[src/rtl/adc_spi_pkg.sv]
// rtl/adc_spi_pkg.sv - shared FSM states and command/scan helpers for adc_spi_scan
package adc_spi_pkg;

  typedef enum logic [2:0] {IDLE, SETUP, SHIFT, LATCH, GAP} state_t;

  // Right-aligned command word: start, sgl_diff, channel MSB-first, optional MSBF.
  function automatic logic [5:0] build_cmd(input logic sgl, input logic [2:0] ch,
                                           input int ch_w, input int msbf);
    logic [5:0] c;
    logic [2:0] chs;
    c   = 6'b000001;
    c   = {c[4:0], sgl};
    chs = ch << (3 - ch_w);
    for (int i = 0; i < 3; i++) begin
      if (i < ch_w) begin
        c   = {c[4:0], chs[2]};
        chs = chs << 1;
      end
    end
    if (msbf != 0) c = {c[4:0], 1'b1};
    return c;
  endfunction

  // First set mask bit at or after ptr, wrapping modulo num_ch.
  function automatic logic [2:0] next_ch(input logic [7:0] mask, input logic [2:0] ptr,
                                         input int num_ch);
    logic [2:0] res;
    logic [2:0] i3;
    int idx;
    res = ptr;
    for (int k = 7; k >= 0; k--) begin
      idx = (int'(ptr) + k) % num_ch;
      i3  = 3'(idx);
      if (k < num_ch && mask[i3]) res = i3;
    end
    return res;
  endfunction

endpackage

[src/rtl/adc_spi_scan_sck_gen.sv]
// rtl/adc_spi_scan_sck_gen.sv - SCK divider with one-clk rise/fall strobes
module adc_spi_scan_sck_gen #(
  parameter int CLK_DIV = 8
) (
  input  logic clk,
  input  logic reset,
  input  logic en,
  output logic sck,
  output logic rise,
  output logic fall
);
  localparam int CNT_W = (CLK_DIV > 1) ? $clog2(CLK_DIV) : 1;

  logic [CNT_W-1:0] cnt;
  logic             tc;

  // Strobes mark the clk edge on which sck itself toggles.
  assign tc   = en && (cnt == CNT_W'(CLK_DIV - 1));
  assign rise = tc && !sck;
  assign fall = tc && sck;

  always_ff @(posedge clk) begin
    if (reset || !en) begin
      cnt <= '0;
      sck <= 1'b0;
    end else if (tc) begin
      cnt <= '0;
      sck <= ~sck;
    end else begin
      cnt <= cnt + CNT_W'(1);
    end
  end
endmodule

[src/rtl/adc_spi_scan.sv]
// rtl/adc_spi_scan.sv - scanning SPI ADC reader with tagged valid/ready output
module adc_spi_scan
  import adc_spi_pkg::*;
#(
  parameter int DATA_W    = 12,
  parameter int NUM_CH    = 2,
  parameter int CLK_DIV   = 8,
  parameter int MSBF_BIT  = 1,
  parameter int NULL_BITS = 1,
  parameter int CS_IDLE   = 4,
  localparam int CH_W     = $clog2(NUM_CH)
) (
  input  logic              clk,
  input  logic              reset,
  input  logic              start,
  input  logic              scan_en,
  input  logic [NUM_CH-1:0] ch_mask,
  input  logic [CH_W-1:0]   ch_sel,
  input  logic              sgl_diff,
  output logic              sck,
  output logic              sdo,
  input  logic              sdi,
  output logic              chip_en,
  output logic [DATA_W-1:0] data_out,
  output logic [CH_W-1:0]   data_ch,
  output logic              data_valid,
  input  logic              data_ready,
  output logic              overrun,
  output logic              busy
);
  localparam int CMD_LEN   = 2 + CH_W + MSBF_BIT;
  localparam int PRE_LEN   = CMD_LEN + NULL_BITS;
  localparam int FRAME_LEN = PRE_LEN + DATA_W;
  localparam int BC_W      = $clog2(FRAME_LEN + 1);
  localparam int TMR_MAX   = (CLK_DIV > CS_IDLE) ? CLK_DIV : CS_IDLE;
  localparam int TMR_W     = $clog2(TMR_MAX + 1);

  state_t             state, state_n;
  logic [CH_W-1:0]    scan_ptr, cur_ch, ch_pick, scan_ch;
  logic [CMD_LEN-1:0] cmd_w, cmd_sr;
  logic [DATA_W-1:0]  shreg;
  logic [BC_W-1:0]    bit_cnt;
  logic [TMR_W-1:0]   tmr;
  logic               rise, fall, sck_en;

  assign scan_ch = CH_W'(next_ch(8'(ch_mask), 3'(scan_ptr), NUM_CH));
  assign cmd_w   = CMD_LEN'(build_cmd(sgl_diff, 3'(ch_pick), CH_W, MSBF_BIT));
  assign sck_en  = (state == SHIFT);
  assign busy    = ~chip_en;

  adc_spi_scan_sck_gen #(.CLK_DIV(CLK_DIV)) u_sck_gen (
    .clk  (clk),
    .reset(reset),
    .en   (sck_en),
    .sck  (sck),
    .rise (rise),
    .fall (fall)
  );

  always_ff @(posedge clk) begin
    if (reset) state <= IDLE;
    else       state <= state_n;
  end

  always_comb begin
    state_n = state;
    ch_pick = ch_sel;
    case (state)
      IDLE: begin
        if (scan_en && |ch_mask) begin
          state_n = SETUP;
          ch_pick = scan_ch;
        end else if (start) begin
          state_n = SETUP;
        end
      end
      SETUP: if (tmr == TMR_W'(CLK_DIV - 1)) state_n = SHIFT;
      SHIFT: if (fall && bit_cnt == BC_W'(FRAME_LEN)) state_n = LATCH;
      LATCH: state_n = GAP;
      GAP:   if (tmr == TMR_W'(CS_IDLE - 1)) state_n = IDLE;
      default: state_n = IDLE;
    endcase
  end

  always_ff @(posedge clk) begin
    if (reset) begin
      sdo        <= 1'b0;
      chip_en    <= 1'b1;
      data_out   <= '0;
      data_ch    <= '0;
      data_valid <= 1'b0;
      overrun    <= 1'b0;
      scan_ptr   <= '0;
      cur_ch     <= '0;
      cmd_sr     <= '0;
      shreg      <= '0;
      bit_cnt    <= '0;
      tmr        <= '0;
    end else begin
      chip_en <= !(state_n == SETUP || state_n == SHIFT);
      tmr     <= (state_n != state) ? '0 : tmr + TMR_W'(1);

      // Command bit goes out on SETUP entry, then advances on each SCK fall; zero-filled afterwards.
      if (state == IDLE && state_n == SETUP) begin
        cur_ch <= ch_pick;
        sdo    <= cmd_w[CMD_LEN-1];
        cmd_sr <= cmd_w << 1;
      end else if (sck_en && fall) begin
        sdo    <= cmd_sr[CMD_LEN-1];
        cmd_sr <= cmd_sr << 1;
      end

      if (!sck_en) begin
        bit_cnt <= '0;
      end else if (rise) begin
        bit_cnt <= bit_cnt + BC_W'(1);
        if (bit_cnt >= BC_W'(PRE_LEN)) shreg <= {shreg[DATA_W-2:0], sdi};
      end

      if (state == LATCH) begin
        data_out   <= shreg;
        data_ch    <= cur_ch;
        data_valid <= 1'b1;
        scan_ptr   <= cur_ch + CH_W'(1);
        if (data_valid && !data_ready) overrun <= 1'b1;
        else if (data_valid)           overrun <= 1'b0;
      end else if (data_valid && data_ready) begin
        data_valid <= 1'b0;
        overrun    <= 1'b0;
      end
    end
  end
endmodule

[config.mk]
export PLATFORM = sky130hd
export DESIGN_NAME = adc_spi_scan
export DESIGN_NICKNAME = d
export VERILOG_FILES = /design/src/rtl/adc_spi_pkg.sv /design/src/rtl/adc_spi_scan_sck_gen.sv /design/src/rtl/adc_spi_scan.sv
export SDC_FILE = /design/constraint.sdc
export NUM_CORES = 1
export LEC_CHECK = 0
export CORE_MARGIN = 2
export CORE_UTILIZATION = 30
export CTS_CLUSTER_SIZE = 28
export DETAILED_ROUTE_END_ITERATION = 8
export SETUP_SLACK_MARGIN = 0.1
export SYNTH_ARGS = -nofsm -noshare
export SYNTH_HDL_FRONTEND = slang
export SYNTH_SLANG_ARGS = --single-unit
[constraint.sdc]
create_clock -name clk -period 5.3 [get_ports clk]
set_clock_uncertainty 0.15 [all_clocks]
set_input_delay 0.795 -clock clk [delete_from_list [all_inputs] [get_ports clk]]
set_output_delay 0.795 -clock clk [all_outputs]
set_load 0.005 [all_outputs]
# [Word-level counts from Yosys, hierarchy flattened]
# Index checks and enable logic that the tools add are counted.
[op_classes] add_sub_neg=5 order_cmp=3 n_eq_ne=12 muxes=23 n_bitwise=4 n_reduce_logical=24
[op_table] cell="$mux 3" count=5
[op_table] cell="$pmux 3 s5" count=1
[op_table] cell="$mux 1" count=14
[op_table] cell="$eq 3x2->1 const B" count=3
[op_table] cell="$logic_and 1x1->1" count=9
[op_table] cell="$mux 4" count=2
[op_table] cell="$reduce_or 2->1" count=4
[op_table] cell="$eq 3x1->1 const B" count=2
[op_table] cell="$eq 3x3->1 const B" count=2
[op_table] cell="$add 5x1->5 const B" count=1
[op_table] cell="$eq 5x5->1 const B" count=1
[op_table] cell="$ge 5x3->1 const B" count=1
[op_table] cell="$add 4x1->4 const B" count=1
[op_table] cell="$eq 4x2->1 const B" count=1
[op_table] cell="$eq 4x3->1 const B" count=1
[op_table] cell="$logic_not 1->1" count=4
[op_table] cell="$lt 1x4->1 const B" count=1
[op_table] cell="$lt 3x4->1 const B" count=1
[op_table] cell="$reduce_bool 2->1" count=2
[op_table] cell="$add 3x1->3 const B" count=1
[op_table] cell="$logic_not 3->1" count=1
[op_table] cell="$ne 3x2->1 const B" count=1
[op_table] cell="$ne 3x3->1" count=1
[op_table] cell="$not 1->1" count=3
[op_table] cell="other kinds (6)" count=8
[totals] reg_bits=50 input_bits=10 out_inout_bits=19 word_cells=86

# [Logic depth before layout (Yosys ltp)]
[depth] word_depth=9 mapped_depth=7 mapped_depth_nobuf=6

# [By module]
# Synthesis repeated with hierarchy kept, for this count alone.
[hier_totals] cells_unflattened=219 area_unflattened_um2=2038.2
[by_module_without_submodules] module="adc_spi_scan" instances=1 cells_each=204 area_each_um2=1865.5 seq_area_each_um2=920.9
[by_module_without_submodules] module="adc_spi_scan_sck_gen" instances=1 cells_each=15 area_each_um2=172.7 seq_area_each_um2=80.1

# [Worst setup path before layout]
# OpenSTA, ideal clock, no wires.
[synth_timing] path_kind="input-to-reg" start="in start" end="reg cmd_sr[2]" setup_time_ns=0.119 t_arrival_ns=1.580 t_required_ns=5.031 path_slack_ns=3.451 stages=4 n_path_buf=0 cell_sequence="or4b_4 -> o22ai_1 -> a21oi_1 -> a21boi_1"
[synth_via] elab_chain_cells=6 word_cells_on_any_way=7 classes_between="1 x eq/ne; 4 x mux; 2 x reduce/logical"
[synth_lines] item="start: declaration" line="adc_spi_scan.sv:15" text="input logic start,"
[synth_lines] item="$mux 3 *" line="adc_spi_scan.sv:73" text="end else if (start) begin"
[synth_lines] item="$mux 3 *" line="adc_spi_scan.sv:70" text="if (scan_en && |ch_mask) begin"
[synth_lines] item="$pmux 3 s5 *" line="adc_spi_scan.sv:68" text="case (state)"
[synth_lines] item="$eq 3x1->1 *" line="adc_spi_scan.sv:104" text="if (state == IDLE && state_n == SETUP) begin"
[synth_lines] item="$logic_and 1x1->1 *" line="adc_spi_scan.sv:104"
[synth_lines] item="$mux 4 / $reduce_bool 2->1 (equally long branches)"
[synth_lines] item="end signal: assignment" line="adc_spi_scan.sv:107" text="cmd_sr <= cmd_w << 1;"
[synth_lines] item="end signal: assignment" line="adc_spi_scan.sv:110" text="cmd_sr <= cmd_sr << 1;"
[synth_lines] item="end: declaration" line="adc_spi_scan.sv:40" text="logic [CMD_LEN-1:0] cmd_w, cmd_sr;"
# Mark *: on every way between the ends. The rest lies on a longest branch, timed or not.
# A chain may end at the register's enable or synchronous reset.

# [Worst setup path after layout]
[layout_timing] start="reg u_sck_gen.sck" end="out sck"
[layout_lines] item="start: declaration" line="adc_spi_scan_sck_gen.sv:8" text="output logic sck,"
[layout_lines] item="start signal: assignment" line="adc_spi_scan_sck_gen.sv:28" text="sck <= ~sck;"
[layout_lines] item="end: declaration" line="adc_spi_scan.sv:20" text="output logic sck,"
# No word-level cell between the ends.

==> flow_summary.json <==
{
  "outcome": "finished clean",
  "synth-seq-area-share_pct": 48.84,
  "drc": 0,
  "critical_path_buf_inv_count": 1,
  "io_buffers": 28,
  "ys.flop_type": "dfxtp_1",
  "die_h_um": 86.66,
  "hold_viol": 0,
  "vias": 1497,
  "power_uw": 700.4,
  "clkLatencyLatePin_ps": 310,
  "wl_um": 3864,
  "design_area_um2": 2487,
  "dp_hpwl_um": 2646,
  "p_leak_uw": 0.0008487,
  "ios": 29,
  "min_period_ps": 2426,
  "crit_path_cell_trace": "clkdlybuf4s50_1",
  "dpl-instance-area_um2": 2370,
  "crit_path_top_delay_cell": "dfxtp_1",
  "worstPathMaxFanout": 10,
  "gp_congestion": 0.7837,
  "synth_edf_count": 0,
  "clock_path_buffers": 2,
  "clock.fmax_ghz": 0.4122,
  "path_class": "flop to primary output",
  "ys_warn_count": 0,
  "relSlewSlack_pct": 47.13,
  "dp_slack_ps": 2868,
  "via_per_inst": 4.620,
  "ir_drop_mv": 0.09030,
  "maxCapViolCount": 0,
  "critical_path.top_delay_family": "flip-flops",
  "die_w_um": 86.66,
  "rows": 30,
  "endpoint_kind": "primary output",
  "slew_violations": 0,
  "async_reset_ff_share_pct": 0,
  "synth.ff_latch_count": 50,
  "cts_made_buffers": 5,
  "nNetsFinal": 258,
  "cts_tree": "built",
  "grt_max_degree": 39,
  "avgSynthCellArea_um2": 9.358,
  "synthCells": 219,
  "holdWs_ps": 291.2,
  "ctsRootBufferMaster": "clkbuf_8",
  "grt_overflow_total": 0,
  "fill_cells": 673,
  "critical_path_arrival_ps": 1480,
  "min_period_over_period_pct": 45.77,
  "grt_pass1_vias": 1463,
  "h-tree-depth": 2,
  "hp-class": "flop to flop",
  "track_usage_pct": 11.07,
  "setup_tns_ps": 0,
  "worst_slack_ps": 2874,
  "grt_pass1_wl_um": 6575,
  "cts-resized-gates": 0,
  "rsz0062_at_grt": "no",
  "p_per_area_nw_per_um2": 281.6,
  "clk_pin_slew_ps": 90,
  "cp_slowest_stage_delay_ps": 590,
  "critPathLaunchType": "flop",
  "wl_per_cell_um": 11.93,
  "setup_viol": 0,
  "initial_core_util_pct": 30.50,
  "core-area_um2": 6719,
  "dieArea_um2": 7509,
  "netlist_area_um2": 2049,
  "post_cts_buffers": 0,
  "cts_sinks": 50,
  "multi_input_area_um2": 958.4,
  "seqCellArea_um2": 1001,
  "tightest_slew_ps": 790.5,
  "drive_above_1_share_pct": 6.967,
  "grt_antenna_before_repair": 0,
  "area_growth_pct": 21.37,
  "synth_nets": 234,
  "antenna_left": 0,
  "antenna_cells": 0,
  "first_iter_violations": 45,
  "yosys.cell_types.count": 40,
  "dr.pass1.iters": 4,
  "hold_buffers": 0,
  "required_ps": 4360
}
worst paths after layout:
check,from,endpoint,slack (ps),cells past startpoint
max,u_sck_gen.sck,sck,2870,1
min,u_sck_gen.cnt[0],u_sck_gen.cnt[0],290,1
max reg2reg,u_sck_gen.cnt[0],shreg[5],3080,6
min reg2reg,u_sck_gen.cnt[0],u_sck_gen.cnt[0],290,1
kinds of logic after synthesis:
family	after synthesis	synth area share, %
fa+ha+maj	5	3.053
flops	50	48.84
xor+xnor	6	2.564
buf+inv	18	4.395
compound gates	36	12.15
mux	14	6.837
simple gates	90	22.16
power by group:
part	total, uW	switching (uW)	internal (uW)	leakage [uW]
combinational	36.2	16.6	19.6	0.000387
sequential	387	5.06	382	0.000405
clock	278	134	144	0.0000563
cells in the mapped netlist, types with 2 or more instances:
cell,instances,area (um^2)
a211oi_1,2,15.01
a21boi_1,2,15.01
a21oi_1,22,110.1
buf_2,3,15.01
buf_6,2,22.52
clkbuf_1,6,22.52
dfxtp_1,50,1001
ha_1,5,62.56
inv_1,6,22.52
mux2i_1,14,140.1
nand2_1,31,116.4
nand3_1,2,10.01
nand3b_1,3,22.52
nor2_1,34,127.6
nor3_1,2,10.01
nor3b_1,5,37.54
nor4_1,3,18.77
xnor2_1,5,43.79
metal layers:
| metal | global-route usage [%] | share of wire [%] | vias to the layer above |
|---|---|---|---|
| met1 | 14.39 | 49 | 683 |
| li1 | - | - | 792 |
| met2 | 17.48 | 46 | 16 |
| met4 | 5.114 | 1.6 | 0 |
| met5 | 0 | 0 | - |
| met3 | 2.476 | 2.8 | 6 |
layout make-up:
| type | count | share of cell area, % |
|---|---|---|
| Inverter | 6 | 0.9054 |
| Tap cell | 80 | 4.024 |
| Multi-Input combinational cell | 151 | 38.53 |
| Timing Repair Buffer | 29 | 11.57 |
| Clock inverter | 3 | 1.962 |
| Clock buffer | 5 | 2.767 |
| Sequential cell | 50 | 40.24 |
sequential cells by signal, indices dropped and copies added, names as in the netlist:
register / cells
data_ch: 1
scan_ptr: 1
tmr: 4
u_sck_gen.sck: 1
cur_ch: 1
cmd_sr: 3
sdo: 1
state: 3
shreg: 12
chip_en: 1
u_sck_gen.cnt: 3
bit_cnt: 5
data_out: 12
overrun: 1
data_valid: 1
layout by cell type, fill, tap and decap left out, types with 2 or more instances in the layout:
cell	synthesis	routed
a211oi_1	2	2
a21boi_1	2	2
a21oi_1	22	22
clkbuf_8	0	5
clkdlybuf4s50_1	0	28
dfxtp_1	50	50
ha_1	5	5
inv_1	6	6
mux2i_1	14	14
nand2_1	31	31
nand3_1	2	2
nand3b_1	3	3
nor2_1	34	34
nor3_1	2	2
nor3b_1	5	5
nor4_1	3	3
xnor2_1	5	5
per-stage QoR:
| step | instances | util [%] |
|---|---|---|
| after floorplan | 219 | - |
| after global placement | 316 | 35.27 |
| after detailed placement | 316 | 35.27 |
| after CTS | 324 | 37.02 |
| after global routing | 324 | 37.02 |
| final | 324 | 37.02 |
(Power assumes the default switching activity.)
